[config.mk]
export PLATFORM = sky130hd
export DESIGN_NAME = fix_checksum_verify_flat
export DESIGN_NICKNAME = d
export VERILOG_FILES = /design/src/rtl/fix_checksum_verify_if.sv /design/src/rtl/fix_checksum_verify.sv /design/src/flat_wrapper.sv
export SDC_FILE = /design/constraint.sdc
export NUM_CORES = 1
export LEC_CHECK = 0
export CORE_ASPECT_RATIO = 1.1
export CORE_MARGIN = 2
export CORE_UTILIZATION = 50
export DETAILED_ROUTE_END_ITERATION = 10
export HOLD_SLACK_MARGIN = 0.12
export PLACE_DENSITY = 0.79
export SLEW_MARGIN = 20
export SYNTH_ARGS = -nofsm -noshare
export SYNTH_HDL_FRONTEND = slang
export SYNTH_SLANG_ARGS = --single-unit
[constraint.sdc]
create_clock -name clk -period 6.9 [get_ports clk]
set_input_delay 1.38 -clock clk [delete_from_list [all_inputs] [get_ports clk]]
set_output_delay 1.38 -clock clk [all_outputs]
set_load 0.02 [all_outputs]
[src/rtl/fix_checksum_verify_if.sv]
// Byte-stream, checksum and result bundle for the FIX trailer checksum verifier.
// FIX_CHK_STATS_EN adds the good/bad message counters to the bundle.
interface fix_checksum_verify_if
`ifdef FIX_CHK_STATS_EN
  #(parameter int CNT_W = 16)
`endif
  ;
  logic [7:0] data_i;
  logic       data_valid_i;
  logic       msg_start_i;
  logic [8:0] chk_i;
  logic       chk_valid_i;
  logic       busy_o;
  logic       result_valid_o;
  logic       checksum_ok_o;
  logic [2:0] error_code_o;
  logic [7:0] rx_checksum_o;
`ifdef FIX_CHK_STATS_EN
  logic [CNT_W-1:0] good_cnt_o;
  logic [CNT_W-1:0] bad_cnt_o;

  modport master (
    output data_i, data_valid_i, msg_start_i,
    output chk_i, chk_valid_i,
    input  busy_o, result_valid_o, checksum_ok_o,
    input  error_code_o, rx_checksum_o,
    input  good_cnt_o, bad_cnt_o
  );
  modport slave (
    input  data_i, data_valid_i, msg_start_i,
    input  chk_i, chk_valid_i,
    output busy_o, result_valid_o, checksum_ok_o,
    output error_code_o, rx_checksum_o,
    output good_cnt_o, bad_cnt_o
  );
`else
  modport master (
    output data_i, data_valid_i, msg_start_i,
    output chk_i, chk_valid_i,
    input  busy_o, result_valid_o, checksum_ok_o,
    input  error_code_o, rx_checksum_o
  );
  modport slave (
    input  data_i, data_valid_i, msg_start_i,
    input  chk_i, chk_valid_i,
    output busy_o, result_valid_o, checksum_ok_o,
    output error_code_o, rx_checksum_o
  );
`endif
endinterface

[src/rtl/fix_checksum_verify.sv]
// Parses the FIX "10=NNN<SOH>" trailer and checks it against the computed checksum.
// Define FIX_CHK_STATS_EN to add saturating good/bad message counters.
module fix_checksum_verify #(
  parameter int TIMEOUT_CYCLES = 64
`ifdef FIX_CHK_STATS_EN
  , parameter int CNT_W = 16
`endif
) (
  input logic clk,
  input logic rst,
  fix_checksum_verify_if.slave bus
);

  localparam int TW = $clog2(TIMEOUT_CYCLES + 1);

  localparam logic [2:0] C_NONE    = 3'd0;
  localparam logic [2:0] C_MISM    = 3'd1;
  localparam logic [2:0] C_DIGIT   = 3'd2;
  localparam logic [2:0] C_RANGE   = 3'd3;
  localparam logic [2:0] C_SOH     = 3'd4;
  localparam logic [2:0] C_TIMEOUT = 3'd5;
  localparam logic [2:0] C_RESTART = 3'd6;

  typedef enum logic [2:0] {
    IDLE, SCAN, DIGITS, TERM, WAIT_CHK, REPORT
  } state_e;

  state_e state_q, state_d;
  logic [23:0]   sr_q, sr_d;
  logic [9:0]    acc_q, acc_d;
  logic [1:0]    dcnt_q, dcnt_d;
  logic          pend_q, pend_d;
  logic [8:0]    chk_q, chk_d;
  logic [TW-1:0] tmr_q, tmr_d;
  logic          rescan_q, rescan_d;
  logic          ok_q, ok_d;
  logic [2:0]    code_q, code_d;
  logic [7:0]    rx_q, rx_d;

  logic          byte_v;
  logic          is_digit;
  logic          tag_hit;
  logic          restart;
  logic          chk_have;
  logic [8:0]    chk_cur;
  logic          chk_match;
  logic [23:0]   sr_first;
  logic          go_rpt;
  logic [2:0]    rpt_code;

  assign byte_v   = bus.data_valid_i;
  assign is_digit = (bus.data_i >= 8'h30) && (bus.data_i <= 8'h39);
  assign tag_hit  = {sr_q, bus.data_i} == 32'h0131303D;
  assign restart  = bus.msg_start_i && (state_q != IDLE) && (state_q != REPORT);
  assign sr_first = byte_v ? {16'h0, bus.data_i} : 24'h0;

  // A checksum pulse in the deciding cycle counts as already pending.
  assign chk_have  = pend_q | bus.chk_valid_i;
  assign chk_cur   = bus.chk_valid_i ? bus.chk_i : chk_q;
  assign chk_match = !chk_cur[8] && (chk_cur[7:0] == acc_q[7:0]);

  always_comb begin
    state_d  = state_q;
    sr_d     = sr_q;
    acc_d    = acc_q;
    dcnt_d   = dcnt_q;
    pend_d   = pend_q;
    chk_d    = chk_q;
    tmr_d    = tmr_q;
    rescan_d = rescan_q;
    ok_d     = ok_q;
    code_d   = code_q;
    rx_d     = rx_q;
    go_rpt   = 1'b0;
    rpt_code = C_NONE;

    if (state_q != IDLE && bus.chk_valid_i) begin
      pend_d = 1'b1;
      chk_d  = bus.chk_i;
    end

    case (state_q)
      IDLE: begin
        if (bus.msg_start_i) begin
          state_d = SCAN;
          sr_d    = sr_first;
          acc_d   = 10'd0;
        end
      end
      SCAN: begin
        if (byte_v) begin
          sr_d = {sr_q[15:0], bus.data_i};
          if (tag_hit) begin
            state_d = DIGITS;
            acc_d   = 10'd0;
            dcnt_d  = 2'd0;
          end
        end
      end
      DIGITS: begin
        if (byte_v) begin
          if (!is_digit) begin
            go_rpt   = 1'b1;
            rpt_code = C_DIGIT;
          end else begin
            acc_d  = (acc_q << 3) + (acc_q << 1)
                   + {6'd0, bus.data_i[3:0]};
            dcnt_d = dcnt_q + 2'd1;
            if (dcnt_q == 2'd2) state_d = TERM;
          end
        end
      end
      TERM: begin
        if (byte_v) begin
          if (bus.data_i != 8'h01) begin
            go_rpt   = 1'b1;
            rpt_code = C_SOH;
          end else if (acc_q > 10'd255) begin
            go_rpt   = 1'b1;
            rpt_code = C_RANGE;
          end else if (chk_have) begin
            go_rpt   = 1'b1;
            rpt_code = chk_match ? C_NONE : C_MISM;
          end else begin
            state_d = WAIT_CHK;
            tmr_d   = '0;
          end
        end
      end
      WAIT_CHK: begin
        if (chk_have) begin
          go_rpt   = 1'b1;
          rpt_code = chk_match ? C_NONE : C_MISM;
        end else if (tmr_q == TW'(TIMEOUT_CYCLES - 1)) begin
          go_rpt   = 1'b1;
          rpt_code = C_TIMEOUT;
        end else begin
          tmr_d = tmr_q + TW'(1);
        end
      end
      REPORT: begin
        pend_d   = 1'b0;
        rescan_d = 1'b0;
        if (rescan_q || bus.msg_start_i) begin
          state_d = SCAN;
          acc_d   = 10'd0;
          if (bus.msg_start_i) sr_d = sr_first;
        end else begin
          state_d = IDLE;
        end
      end
      default: state_d = IDLE;
    endcase

    // The new message's first byte is captured now; SCAN resumes after the report.
    if (restart) begin
      go_rpt   = 1'b1;
      rpt_code = C_RESTART;
      rescan_d = 1'b1;
      sr_d     = sr_first;
    end

    if (go_rpt) begin
      state_d = REPORT;
      code_d  = rpt_code;
      ok_d    = (rpt_code == C_NONE);
      rx_d    = acc_q[7:0];
    end
  end

  always_ff @(posedge clk) begin
    if (rst) begin
      state_q  <= IDLE;
      sr_q     <= '0;
      acc_q    <= '0;
      dcnt_q   <= '0;
      pend_q   <= 1'b0;
      chk_q    <= '0;
      tmr_q    <= '0;
      rescan_q <= 1'b0;
      ok_q     <= 1'b0;
      code_q   <= '0;
      rx_q     <= '0;
    end else begin
      state_q  <= state_d;
      sr_q     <= sr_d;
      acc_q    <= acc_d;
      dcnt_q   <= dcnt_d;
      pend_q   <= pend_d;
      chk_q    <= chk_d;
      tmr_q    <= tmr_d;
      rescan_q <= rescan_d;
      ok_q     <= ok_d;
      code_q   <= code_d;
      rx_q     <= rx_d;
    end
  end

  assign bus.busy_o         = (state_q != IDLE);
  assign bus.result_valid_o = (state_q == REPORT);
  assign bus.checksum_ok_o  = ok_q;
  assign bus.error_code_o   = code_q;
  assign bus.rx_checksum_o  = rx_q;

`ifdef FIX_CHK_STATS_EN
  logic [CNT_W-1:0] good_q, good_d;
  logic [CNT_W-1:0] bad_q, bad_d;

  always_comb begin
    good_d = good_q;
    bad_d  = bad_q;
    if (state_q == REPORT) begin
      if (code_q == C_NONE) begin
        if (~&good_q) good_d = good_q + CNT_W'(1);
      end else begin
        if (~&bad_q) bad_d = bad_q + CNT_W'(1);
      end
    end
  end

  always_ff @(posedge clk) begin
    if (rst) begin
      good_q <= '0;
      bad_q  <= '0;
    end else begin
      good_q <= good_d;
      bad_q  <= bad_d;
    end
  end

  assign bus.good_cnt_o = good_q;
  assign bus.bad_cnt_o  = bad_q;
`endif

endmodule

[src/flat_wrapper.sv]
// flat-port wrapper written by rule: the top's interface ports become plain ports
module fix_checksum_verify_flat 
#(
  parameter int TIMEOUT_CYCLES = 64

)
  (clk, rst, bus_data_i, bus_data_valid_i, bus_msg_start_i, bus_chk_i, bus_chk_valid_i, bus_busy_o, bus_result_valid_o, bus_checksum_ok_o, bus_error_code_o, bus_rx_checksum_o);
  fix_checksum_verify_if bus_i ();
  input logic clk;
  input logic rst;
  input wire logic [$bits(bus_i.data_i)-1:0] bus_data_i;
  input wire logic [$bits(bus_i.data_valid_i)-1:0] bus_data_valid_i;
  input wire logic [$bits(bus_i.msg_start_i)-1:0] bus_msg_start_i;
  input wire logic [$bits(bus_i.chk_i)-1:0] bus_chk_i;
  input wire logic [$bits(bus_i.chk_valid_i)-1:0] bus_chk_valid_i;
  output wire logic [$bits(bus_i.busy_o)-1:0] bus_busy_o;
  output wire logic [$bits(bus_i.result_valid_o)-1:0] bus_result_valid_o;
  output wire logic [$bits(bus_i.checksum_ok_o)-1:0] bus_checksum_ok_o;
  output wire logic [$bits(bus_i.error_code_o)-1:0] bus_error_code_o;
  output wire logic [$bits(bus_i.rx_checksum_o)-1:0] bus_rx_checksum_o;
  assign bus_i.data_i = bus_data_i;
  assign bus_i.data_valid_i = bus_data_valid_i;
  assign bus_i.msg_start_i = bus_msg_start_i;
  assign bus_i.chk_i = bus_chk_i;
  assign bus_i.chk_valid_i = bus_chk_valid_i;
  assign bus_busy_o = bus_i.busy_o;
  assign bus_result_valid_o = bus_i.result_valid_o;
  assign bus_checksum_ok_o = bus_i.checksum_ok_o;
  assign bus_error_code_o = bus_i.error_code_o;
  assign bus_rx_checksum_o = bus_i.rx_checksum_o;
  fix_checksum_verify #(.TIMEOUT_CYCLES(TIMEOUT_CYCLES)) u_core (.clk(clk), .rst(rst), .bus(bus_i));
endmodule
==> impl_metrics.json <==
{
  "crit_required_ns": 7.16,
  "vias": 2934,
  "wl_met3_um": 262,
  "post-dp-hpwl_um": 5633,
  "fin_util_pct": 59.64,
  "maxUsedRoutingLayer": "met4",
  "synth_area_um2": 3643,
  "finalClockSkew_ns": 0.01249,
  "cpPeakStageDelay_ns": 0.55,
  "gp_congestion": 0.8684,
  "nets": 470,
  "area_delta_synth_final_pct": 15.35,
  "dieArea_um2": 7987,
  "ys_types": 62,
  "die_width_um": 85.39,
  "path_class": "in -> reg",
  "cts_buffers": 9,
  "wl_met2_um": 3817,
  "root_buffer": "clkbuf_8",
  "wl_met1_um": 3577,
  "fin_crit_sh_pct": 56.74,
  "ff2ff_path_depth": 8,
  "p_per_area_nw_per_um2": 308.3,
  "routed_wl_um": 7832,
  "worstPathMaxFanout": 5,
  "cts_setup_buffers": 0,
  "grt_max_degree": 30,
  "synth_top_area_share_pct": 37.91,
  "setup_viol_count_final": 0,
  "hold_depth": 2,
  "netlist.top_cell.by_area": "dfxtp_1",
  "ys_seq_elements": 69,
  "status": "complete, no violations",
  "rsz0062_at_grt": "no",
  "avgViaCountPerCell": 5.642,
  "drcViolationCount": 0,
  "mostFrequentLayoutCells": "dfxtp_1 (69), nor2_1 (50), nand2_1 (46), clkdlybuf4s50_1 (35), mux2i_1 (30)",
  "avgSynthCellArea_um2": 9.109,
  "die_h_um": 93.53,
  "drt-pass1-iter-count": 4,
  "async_reset_ff_share_pct": 0,
  "clock_latency_ns": 0.35,
  "synth.area.top_cells": "dfxtp_1 (38%), mux2i_1 (8.2%), ha_1 (5.5%)",
  "ios": 36,
  "cts_tree": "built",
  "finalMaxSlewViolations": 0,
  "cts-resized-gates": 0,
  "worstMarginPinSlew_ns": 0.6563,
  "power.leakage_nw": 1.611,
  "critPathTopFamily": "compound AO/OA/AOI/OAI gates",
  "grt_usage_pct": 21.25,
  "antenna_cells": 0,
  "relSlewSlack_pct": 56.11,
  "layout_commonest_cell": "dfxtp_1",
  "start_util_pct": 51.70,
  "max_cap_violations": 0,
  "nFillCells": 619,
  "arrival_ns": 4.17,
  "cp_cell_sequence": "clkdlybuf4s50_1 > fa_1 > ha_1 > a21o_1 > a21oi_1 > o21ai_0 > a2111oi_0 > nor2_1 > o311ai_1",
  "drt_first_iter_violations": 163,
  "ys_seq_area_share_pct": 37.91,
  "yosys_warnings": 0,
  "synthFlopType": "dfxtp_1",
  "grt_pass1_vias": 2881,
  "antenna_found_initial": 0,
  "hold_ws_ns": 0.4636,
  "portBuffers": 35,
  "ir_drop_uv": 167.2,
  "path_buf_inv": 1,
  "period_needed_ns": 3.915,
  "fp.coreArea_um2": 7047,
  "max_freq_ghz": 0.2554,
  "clock-sinks": 69,
  "grt_overflow_total": 0,
  "hold_buffers": 0,
  "syn_nets": 440,
  "rows": 32,
  "synth-edff-count": 0,
  "hp-class": "reg -> reg",
  "cp-start-kind": "input port",
  "final_antenna_net_count": 0,
  "crit_path_end_kind": "register",
  "grt_first_pass_wirelength_um": 13560,
  "cts.htree.levels": 3,
  "layout-drive-gt1-share_pct": 8.276,
  "crit_cells": 9,
  "wl_per_cell_um": 15.06,
  "synthCells": 400,
  "fin_setup_tns_ns": 0,
  "clk_pin_slew_worst_paths_ns": 0.08,
  "clock_path_buffers": 2,
  "slowest_stage": "fa_1",
  "hold_viol": 0
}
-- per-stage QoR --
step                setup WS [ns]  cell area (um^2)  total power, mW  std cells
finish                      2.985              4203            1.296        520
global route                2.831              4203            1.370        520
CTS                         2.987              4203            1.301        520
detailed placement          2.630              4005           0.9708        504
global placement            2.755              4005           0.9613        504
floorplan                   3.422              3643           0.8736        400
-- flip-flops by register name (all words and copies together) (netlist names) --
signal	count
u_core.pend_q	1
u_core.bus.checksum_ok_o	1
u_core.sr_q	24
u_core.acc_q	10
u_core.rescan_q	1
u_core.dcnt_q	2
u_core.tmr_q	7
u_core.bus.error_code_o	3
u_core.state_q	3
u_core.chk_q	9
u_core.bus.rx_checksum_o	8
-- worst paths after layout --
check                                      from         endpoint  slack [ns]
worst max register to register  u_core.acc_q[2]  u_core.acc_q[9]        4.12
worst min-delay path            u_core.sr_q[16]  u_core.sr_q[16]        0.46
worst max-delay path              bus_data_i[3]  u_core.acc_q[9]        2.98
worst min register to register  u_core.sr_q[16]  u_core.sr_q[16]        0.46
-- synth_stat cells (4+ instances only) --
cell / n
a21oi_1: 28
a22o_1: 8
a22oi_1: 5
buf_2: 4
buf_6: 4
clkbuf_1: 7
dfxtp_1: 69
ha_1: 16
inv_1: 11
mux2i_1: 30
nand2_1: 46
nand3_1: 7
nand4_1: 5
nor2_1: 50
nor2b_1: 4
nor3_1: 8
nor4_1: 4
o21a_1: 5
o21ai_0: 6
or3_1: 4
xnor2_1: 13
xor2_1: 6
-- power breakdown --
| part | leakage [nW] | switching (mW) | internal [mW] | total [mW] |
|---|---|---|---|---|
| sequential | 0.559 | 0.0612 | 0.441 | 0.502 |
| clock | 0.0996 | 0.165 | 0.168 | 0.333 |
| combinational | 0.952 | 0.257 | 0.204 | 0.461 |
-- metal layers --
layer / vias to the layer above / GRT usage, %
li1: 1480 / -
met1: 1378 / 27.17
met2: 60 / 33.72
met3: 16 / 4.678
met4: 0 / 10.58
met5: - / 0
-- worst min-delay path: stages (launching register included) --
cell	delay [ns]
dfxtp_1	0.31
nand2_1	0.05
a21oi_1	0.05
-- cell type report --
type	instances	area (um^2)	area share, %
Clock buffer	9	123.9	2.947
Clock inverter	7	73.82	1.756
Inverter	12	45.04	1.072
Multi-Input combinational cell	302	2115	50.31
Sequential cell	69	1381	32.87
Tap cell	85	106.4	2.531
Timing Repair Buffer	36	357.8	8.514
-- cell families (layout without fill, tap and decap cells) --
family / after synthesis / after routing / share of synthesized area (%)
buf+inv: 29 / 64 / 4.052
simple gates: 157 / 157 / 23.18
mux: 30 / 30 / 8.242
compound gates: 78 / 78 / 15.45
fa+ha+maj: 18 / 18 / 6.593
flops: 69 / 69 / 37.91
xor+xnor: 19 / 19 / 4.567
Note: power is estimated with default switching activity, not from simulation.
